===== src/rtl/bridge_gate_ctrl.sv =====
// rtl/bridge_gate_ctrl.sv - DRSSTC bridge gate driver with dead time, max on-time and OCD shutdown
module bridge_gate_ctrl #(
    parameter int CLK_MHZ   = 100,
    parameter int DEAD_NS   = 100,
    parameter int MAX_ON_US = 200
) (
    input  logic clk,
    input  logic rst_n,
    input  logic phase,
    input  logic en,
    input  logic ocd,
    output logic hi,
    output logic lo,
    output logic active,
    output logic fault
);
    localparam int DEAD_CYC   = CLK_MHZ * DEAD_NS / 1000;
    localparam int MAX_ON_CYC = CLK_MHZ * MAX_ON_US;
    localparam int ON_W       = $clog2(MAX_ON_CYC + 1);
    localparam int DEAD_W     = $clog2(DEAD_CYC + 1);

    generate
        if (DEAD_CYC < 1) begin : g_dead_chk
            $error("bridge_gate_ctrl: dead time must be at least one clock cycle");
        end
    endgenerate

    typedef enum logic [2:0] {IDLE, ARM, RUN, STOP, LOCK} state_t;

    logic [1:0] ph_sync, en_sync, ocd_sync;
    logic       ph_d;
    logic       ph_s, en_s, ocd_s, ph_edge;

    state_t            state, state_nxt;
    logic [DEAD_W-1:0] dead_cnt, dead_nxt;
    logic [ON_W-1:0]   on_cnt, on_nxt;
    logic              hi_nxt, lo_nxt, fault_nxt, active_nxt;

    assign ph_s    = ph_sync[1];
    assign en_s    = en_sync[1];
    assign ocd_s   = ocd_sync[1];
    assign ph_edge = ph_s ^ ph_d;

    always_ff @(posedge clk or negedge rst_n) begin
        if (!rst_n) begin
            ph_sync  <= 2'b00;
            en_sync  <= 2'b00;
            ocd_sync <= 2'b00;
            ph_d     <= 1'b0;
        end else begin
            ph_sync  <= {ph_sync[0], phase};
            en_sync  <= {en_sync[0], en};
            ocd_sync <= {ocd_sync[0], ocd};
            ph_d     <= ph_s;
        end
    end

    always_ff @(posedge clk or negedge rst_n) begin
        if (!rst_n) begin
            state    <= IDLE;
            dead_cnt <= '0;
            on_cnt   <= '0;
            hi       <= 1'b0;
            lo       <= 1'b0;
            active   <= 1'b0;
            fault    <= 1'b0;
        end else begin
            state    <= state_nxt;
            dead_cnt <= dead_nxt;
            on_cnt   <= on_nxt;
            hi       <= hi_nxt;
            lo       <= lo_nxt;
            active   <= active_nxt;
            fault    <= fault_nxt;
        end
    end

    always_comb begin
        state_nxt = state;
        dead_nxt  = dead_cnt;
        on_nxt    = on_cnt;
        hi_nxt    = hi;
        lo_nxt    = lo;
        fault_nxt = fault;

        // Shared drive rule for RUN and STOP: every edge opens a fresh dead gap.
        if (state == RUN || state == STOP) begin
            if (ph_edge) begin
                hi_nxt   = 1'b0;
                lo_nxt   = 1'b0;
                dead_nxt = DEAD_W'(DEAD_CYC);
            end else if (dead_cnt != '0) begin
                dead_nxt = dead_cnt - DEAD_W'(1);
                if (dead_cnt == DEAD_W'(1)) begin
                    hi_nxt = ph_s;
                    lo_nxt = !ph_s;
                end
            end
        end

        case (state)
            IDLE: begin
                hi_nxt = 1'b0;
                lo_nxt = 1'b0;
                if (en_s) state_nxt = ARM;
            end
            ARM: begin
                hi_nxt = 1'b0;
                lo_nxt = 1'b0;
                if (!en_s) begin
                    state_nxt = IDLE;
                end else if (ph_edge) begin
                    state_nxt = RUN;
                    dead_nxt  = DEAD_W'(DEAD_CYC);
                    on_nxt    = '0;
                end
            end
            RUN: begin
                on_nxt = on_cnt + ON_W'(1);
                if (ocd_s) begin
                    state_nxt = STOP;
                    fault_nxt = 1'b1;
                end else if (!en_s || on_cnt == ON_W'(MAX_ON_CYC - 1)) begin
                    state_nxt = STOP;
                end
            end
            STOP: begin
                if (ph_edge) state_nxt = LOCK;
            end
            LOCK: begin
                hi_nxt = 1'b0;
                lo_nxt = 1'b0;
                if (!en_s) begin
                    state_nxt = IDLE;
                    fault_nxt = 1'b0;
                end
            end
            default: begin
                state_nxt = IDLE;
                hi_nxt    = 1'b0;
                lo_nxt    = 1'b0;
            end
        endcase

        active_nxt = (state_nxt == RUN) || (state_nxt == STOP);
    end
endmodule


===== config.mk =====
export PLATFORM = sky130hd
export DESIGN_NAME = bridge_gate_ctrl
export DESIGN_NICKNAME = d
export VERILOG_FILES = /design/src/rtl/bridge_gate_ctrl.sv
export SDC_FILE = /design/constraint.sdc
export NUM_CORES = 1
export LEC_CHECK = 0
export BUFFER_PORTS_ARGS = -buffer_cell sky130_fd_sc_hd__buf_2
export CELL_PAD_IN_SITES_DETAIL_PLACEMENT = 0
export CELL_PAD_IN_SITES_GLOBAL_PLACEMENT = 2
export CORE_MARGIN = 3
export CORE_UTILIZATION = 41
export CTS_BUF_LIST = sky130_fd_sc_hd__clkbuf_4 sky130_fd_sc_hd__clkbuf_8
export CTS_CLUSTER_DIAMETER = 50
export DETAILED_ROUTE_END_ITERATION = 16
export PLACE_DENSITY = 0.84
export SLEW_MARGIN = 10
export SYNTH_ARGS = -nofsm -noshare
export SYNTH_HDL_FRONTEND = slang
export SYNTH_SLANG_ARGS = --single-unit

===== constraint.sdc =====
create_clock -name clk -period 2.55 [get_ports clk]
set_input_delay 0.51 -clock clk [delete_from_list [all_inputs] [get_ports clk]]
set_output_delay 0.51 -clock clk [all_outputs]
set_load 0.03 [all_outputs]

After elaboration in Yosys (flattened, before gate mapping):

Cells that the tools add are included.

* bits in registers: 33
* logic and storage cells: 72
* input port bits: 5

* add/subtract/negate cells: 2
* muxes and demuxes: 30
* equality and inequality tests: 15
* reduce and logical (&&, ||, !) cells: 13
* bitwise operators: 1

Operators with widths (count)
* 2-to-1 mux 15 bit: 2
* one-hot mux 15 bit (2 select lines): 1
* 2-to-1 mux 4 bit: 6
* 2-to-1 mux 3 bit: 7
* adder 15 x 1 -> 15 bit (second input constant): 1
* == test 15 bit (second input constant): 1
* one-hot mux 3 bit (5 select lines): 1
* == test 3 x 2 -> 1 bit (second input constant): 4
* 2-to-1 mux 1 bit: 12
* AND reduction 3 bit: 3
* != test 2 bit (second input constant): 4
* != test 3 x 1 -> 1 bit (second input constant): 2
* == test 4 x 1 -> 1 bit (second input constant): 1
* nonzero test 2 bit: 2
* nonzero test 4 bit: 1
* subtractor 4 x 1 -> 4 bit (second input constant): 1
* == test 3 x 1 -> 1 bit (second input constant): 1
* == test 3 bit (second input constant): 1
* zero test 3 bit: 1
* logical OR 1 bit: 3
* zero test 1 bit: 2
* != test 2 x 1 -> 1 bit (second input constant): 1
* one-hot mux 1 bit (2 select lines): 1
* OR reduction 2 bit: 1
* bitwise XOR 1 bit: 1

Longest topological paths before layout:

* depth in word-level cells: 7
* depth in mapped cells: 8

Worst setup path before layout:

No wires, ideal clock.

* path kind: flip-flop to flip-flop
* from: register ph_sync[1]
* to: register on_cnt[13]
* data required time: 2.472 ns
* arrival: 1.934 ns
* clock period less this slack: 2.013 ns
* slack: 0.537 ns
* cell stages (with the launch flop): 9
* setup time: 0.078 ns
* path through: dfrtp_1 inv_1 ha_1 buf_4 nand4b_4 a211o_1 buf_6 or4_1 a21oi_1

* longest elaborated chain between the ends: 3

RTL lines
* from (decl): line 30 `logic [1:0] ph_sync, en_sync, ocd_sync;`
* from (signal assigned): line 51 `ph_sync <= {ph_sync[0], phase};`
* bitwise XOR 1 bit: line 42 `assign ph_edge = ph_s ^ ph_d;`
* != test 2 bit (no source line)
* AND reduction 3 bit (no source line)
* to (signal assigned): line 70 `on_cnt <= on_nxt;`
* to (decl): line 36 `logic [ON_W-1:0] on_cnt, on_nxt;`

Every way passes these cells.
A chain may end at the register's enable or synchronous reset.

Final worst setup path:

* from: register ph_sync[1]
* to: register on_cnt[11]

Same word-level chain as after synthesis.

==> flow_summary.ini <==
[critical_path]
cp.required_ps = 2750
worst_setup_path_end_kind = flop
cp_cell_sequence = inv_1 -> ha_1 -> nand4b_4 -> a211o_1 -> or4_1 -> a21oi_1
cpLargestDelayFamily = simple AND/OR/NAND/NOR gates
cp_max_fo = 11
reg2reg_slack_ps = 500
critPathMaxStageDelay_ps = 500
critPathBufInv = 1
cp.arrival_ps = 2250
critPathLaunchType = flop
crit_type = reg -> reg
cp_slowest_cell = or4_1

[cts]
cts_resized = 0
cts_hold_buf = 0
cts_root_buffer = clkbuf_8
clk_pin_slew_ps = 60
clock-sinks = 33
cts_buffers = 5
htree_levels = 2
tritoncts = yes
cts.path.max_buffers = 2
cts_setup_buffers = 0
clk_latency_ps = 280

[layout]
seq_area_um2 = 826
multi_input_area_um2 = 733
layout-drive-gt1-share_pct = 15.0
fillers = 381
diodes = 0
area_growth_pct = 12.7
fin_nets = 177

[logic_synthesis]
synth_nets = 165
syn-cell-area_um2 = 1620
synthCells = 154
ys_types = 42
syn_area_per_cell_um2 = 10.5
synth_edf_count = 0
ys_seq_area_share_pct = 51.0
ys_warn_count = 0
yosys_most_used_dff = dfrtp_1
synth_seq_cells = 33
ys_async_sr_fraction_pct = 100

[sta]
finalCriticalPeriod_ps = 2050
post-route-period-util_pct = 80.3
final_hold_viol_count = 0
setup_viol = 0
finalMaxSlewViolations = 0
max_freq_mhz = 489
worst_slew_pin_slew_ps = 730
max-slew-margin-rel_pct = 51.3
rsz0062_at_grt = false
setup-tns-final_ps = 0
finClkSkew_ps = 5.48

[route]
antenna_left = 0
first_iter_violations = 53
vias = 1220
vias_per_cell = 5.67
first_pass_iters = 4
wl_per_cell_um = 14.4
drt-total-wl_mm = 3.09
route.detailed.drc = 0

[floorplanning]
fp.coreArea_um2 = 3740
die_w_um = 68.8
ios = 9
die_area_um2 = 4740
rows = 22
die_height_um = 68.8
start_util_pct = 43.2

[global_route]
antenna_found_initial = 0
grt_pass1_wl_mm = 5.44
grtUsageTotal_pct = 15.7
grt_pass1_vias = 1162
grt_max_degree = 34
grt_overflow_total = 0

[power]
powerDensity_nw_per_um2 = 868
power_leakage_nw = 0.792
p_total_mw = 1.58
ir_drop_mv = 0.487

[min_path]
hold_path.class = in -> async

[job]
cap_violations = 0

[placed_design]
portBuffers = 8
gp_congestion = 0.729
dp_hpwl_mm = 2.15

[outcome]
outcome = complete, no violations
[final cells by class]
| cell class | instances | area share (%) |
|---|---|---|
| inverter | 8 | 1.65 |
| clock buffer | 7 | 4.94 |
| clock inverter | 1 | 1.65 |
| tap | 48 | 3.29 |
| timing repair buffer | 10 | 3.02 |
| multi-input combinational | 108 | 40.2 |
| sequential | 33 | 45.3 |
[worst paths after layout]
check,to,from,depth (start not counted)
max reg2reg,on_cnt[11],ph_sync[1],6
min,hi,rst_n,1
max,on_cnt[11],ph_sync[1],6
min reg2reg,en_sync[1],en_sync[0],0
min in group clk,ocd_sync[0],ocd,1
max in group asynchronous,on_cnt[12],rst_n,1
[routing by layer]
layer  part of all wire, %  wire (um)  vias up  global-route usage [%]
met4                   1.9         59        0                    5.84
met3                   3.5        108        4                    4.86
li1                      -          -      601                       -
met1                    49       1520      596                    21.4
met2                    45       1400       19                    23.5
met5                     0          0        -                       0
[cell usage after synthesis (all sizes together) (3+ instances only)]
| cell type | instances | area [um2] |
|---|---|---|
| o31ai | 7 | 52.6 |
| or3 | 5 | 32.5 |
| nand2 | 9 | 33.8 |
| dfrtp | 33 | 826 |
| nand4 | 4 | 25.0 |
| nand3 | 6 | 30.0 |
| o21ai | 8 | 40.0 |
| o211ai | 3 | 22.5 |
| clkbuf | 3 | 11.3 |
| ha | 6 | 75.1 |
| inv | 8 | 30.0 |
| or4 | 6 | 45.0 |
| a21oi | 11 | 55.1 |
| nor3 | 4 | 20.0 |
| nor2 | 10 | 37.5 |
[registers in the layout (all words and copies together), names as in the netlist, 2 cells and up]
name and cells:
dead_cnt 4, ph_sync 2, on_cnt 15, en_sync 2, state 3, ocd_sync 2
[through the flow]
step	worst slack (ps)	cells	hold WS [ps]	util [%]	cell area, um2
2_1_floorplan	537	154	214	-	1620
3_3_place_gp	559	207	333	45.5	1700
3_5_place_dp	482	207	335	45.5	1700
4_1_cts	466	215	309	48.7	1820
5_1_grt	331	215	318	48.7	1820
6_report	504	215	287	48.7	1820
[cells by family (layout without fill, tap and decap cells)]
| family | after synthesis | after routing | share of synthesized area [%] |
|---|---|---|---|
| fa+ha+maj | 6 | 6 | 4.64 |
| simple gates | 56 | 56 | 20.9 |
| buf+inv | 13 | 26 | 3.71 |
| compound gates | 40 | 40 | 16.2 |
| flops | 33 | 33 | 51.0 |
| xor+xnor | 3 | 3 | 1.62 |
| mux | 3 | 3 | 1.93 |
[worst register-to-register path: stages, from the launching register on]
cell	delay [ps]
dfrtp_1	370
inv_1	50
ha_1	330
nand4b_4	150
a211o_1	410
or4_1	500
a21oi_1	160
[layout by cell type, fill, tap and decap left out, drive strengths merged, types with 2 or more instances in the layout]
cell type	count
ha	6
xnor2	2
nand2b	2
o21ai	8
o211ai	3
buf	10
inv	8
a21oi	11
clkbuf	7
or3	5
nor3	4
o31ai	7
nand4	4
nand2	9
a211o	2
nor2	10
or4	6
and4	2
nand3	6
o2bb2ai	2
nor4b	2
nand4b	2
dfrtp	33
mux2i	2
[power by group]
part           switching (mW)  total (mW)  internal (mW)
logic                   0.208       0.360          0.152
clock network           0.187       0.516          0.329
registers              0.0999       0.708          0.608
No activity file was read; power rests on OpenSTA's default activity.
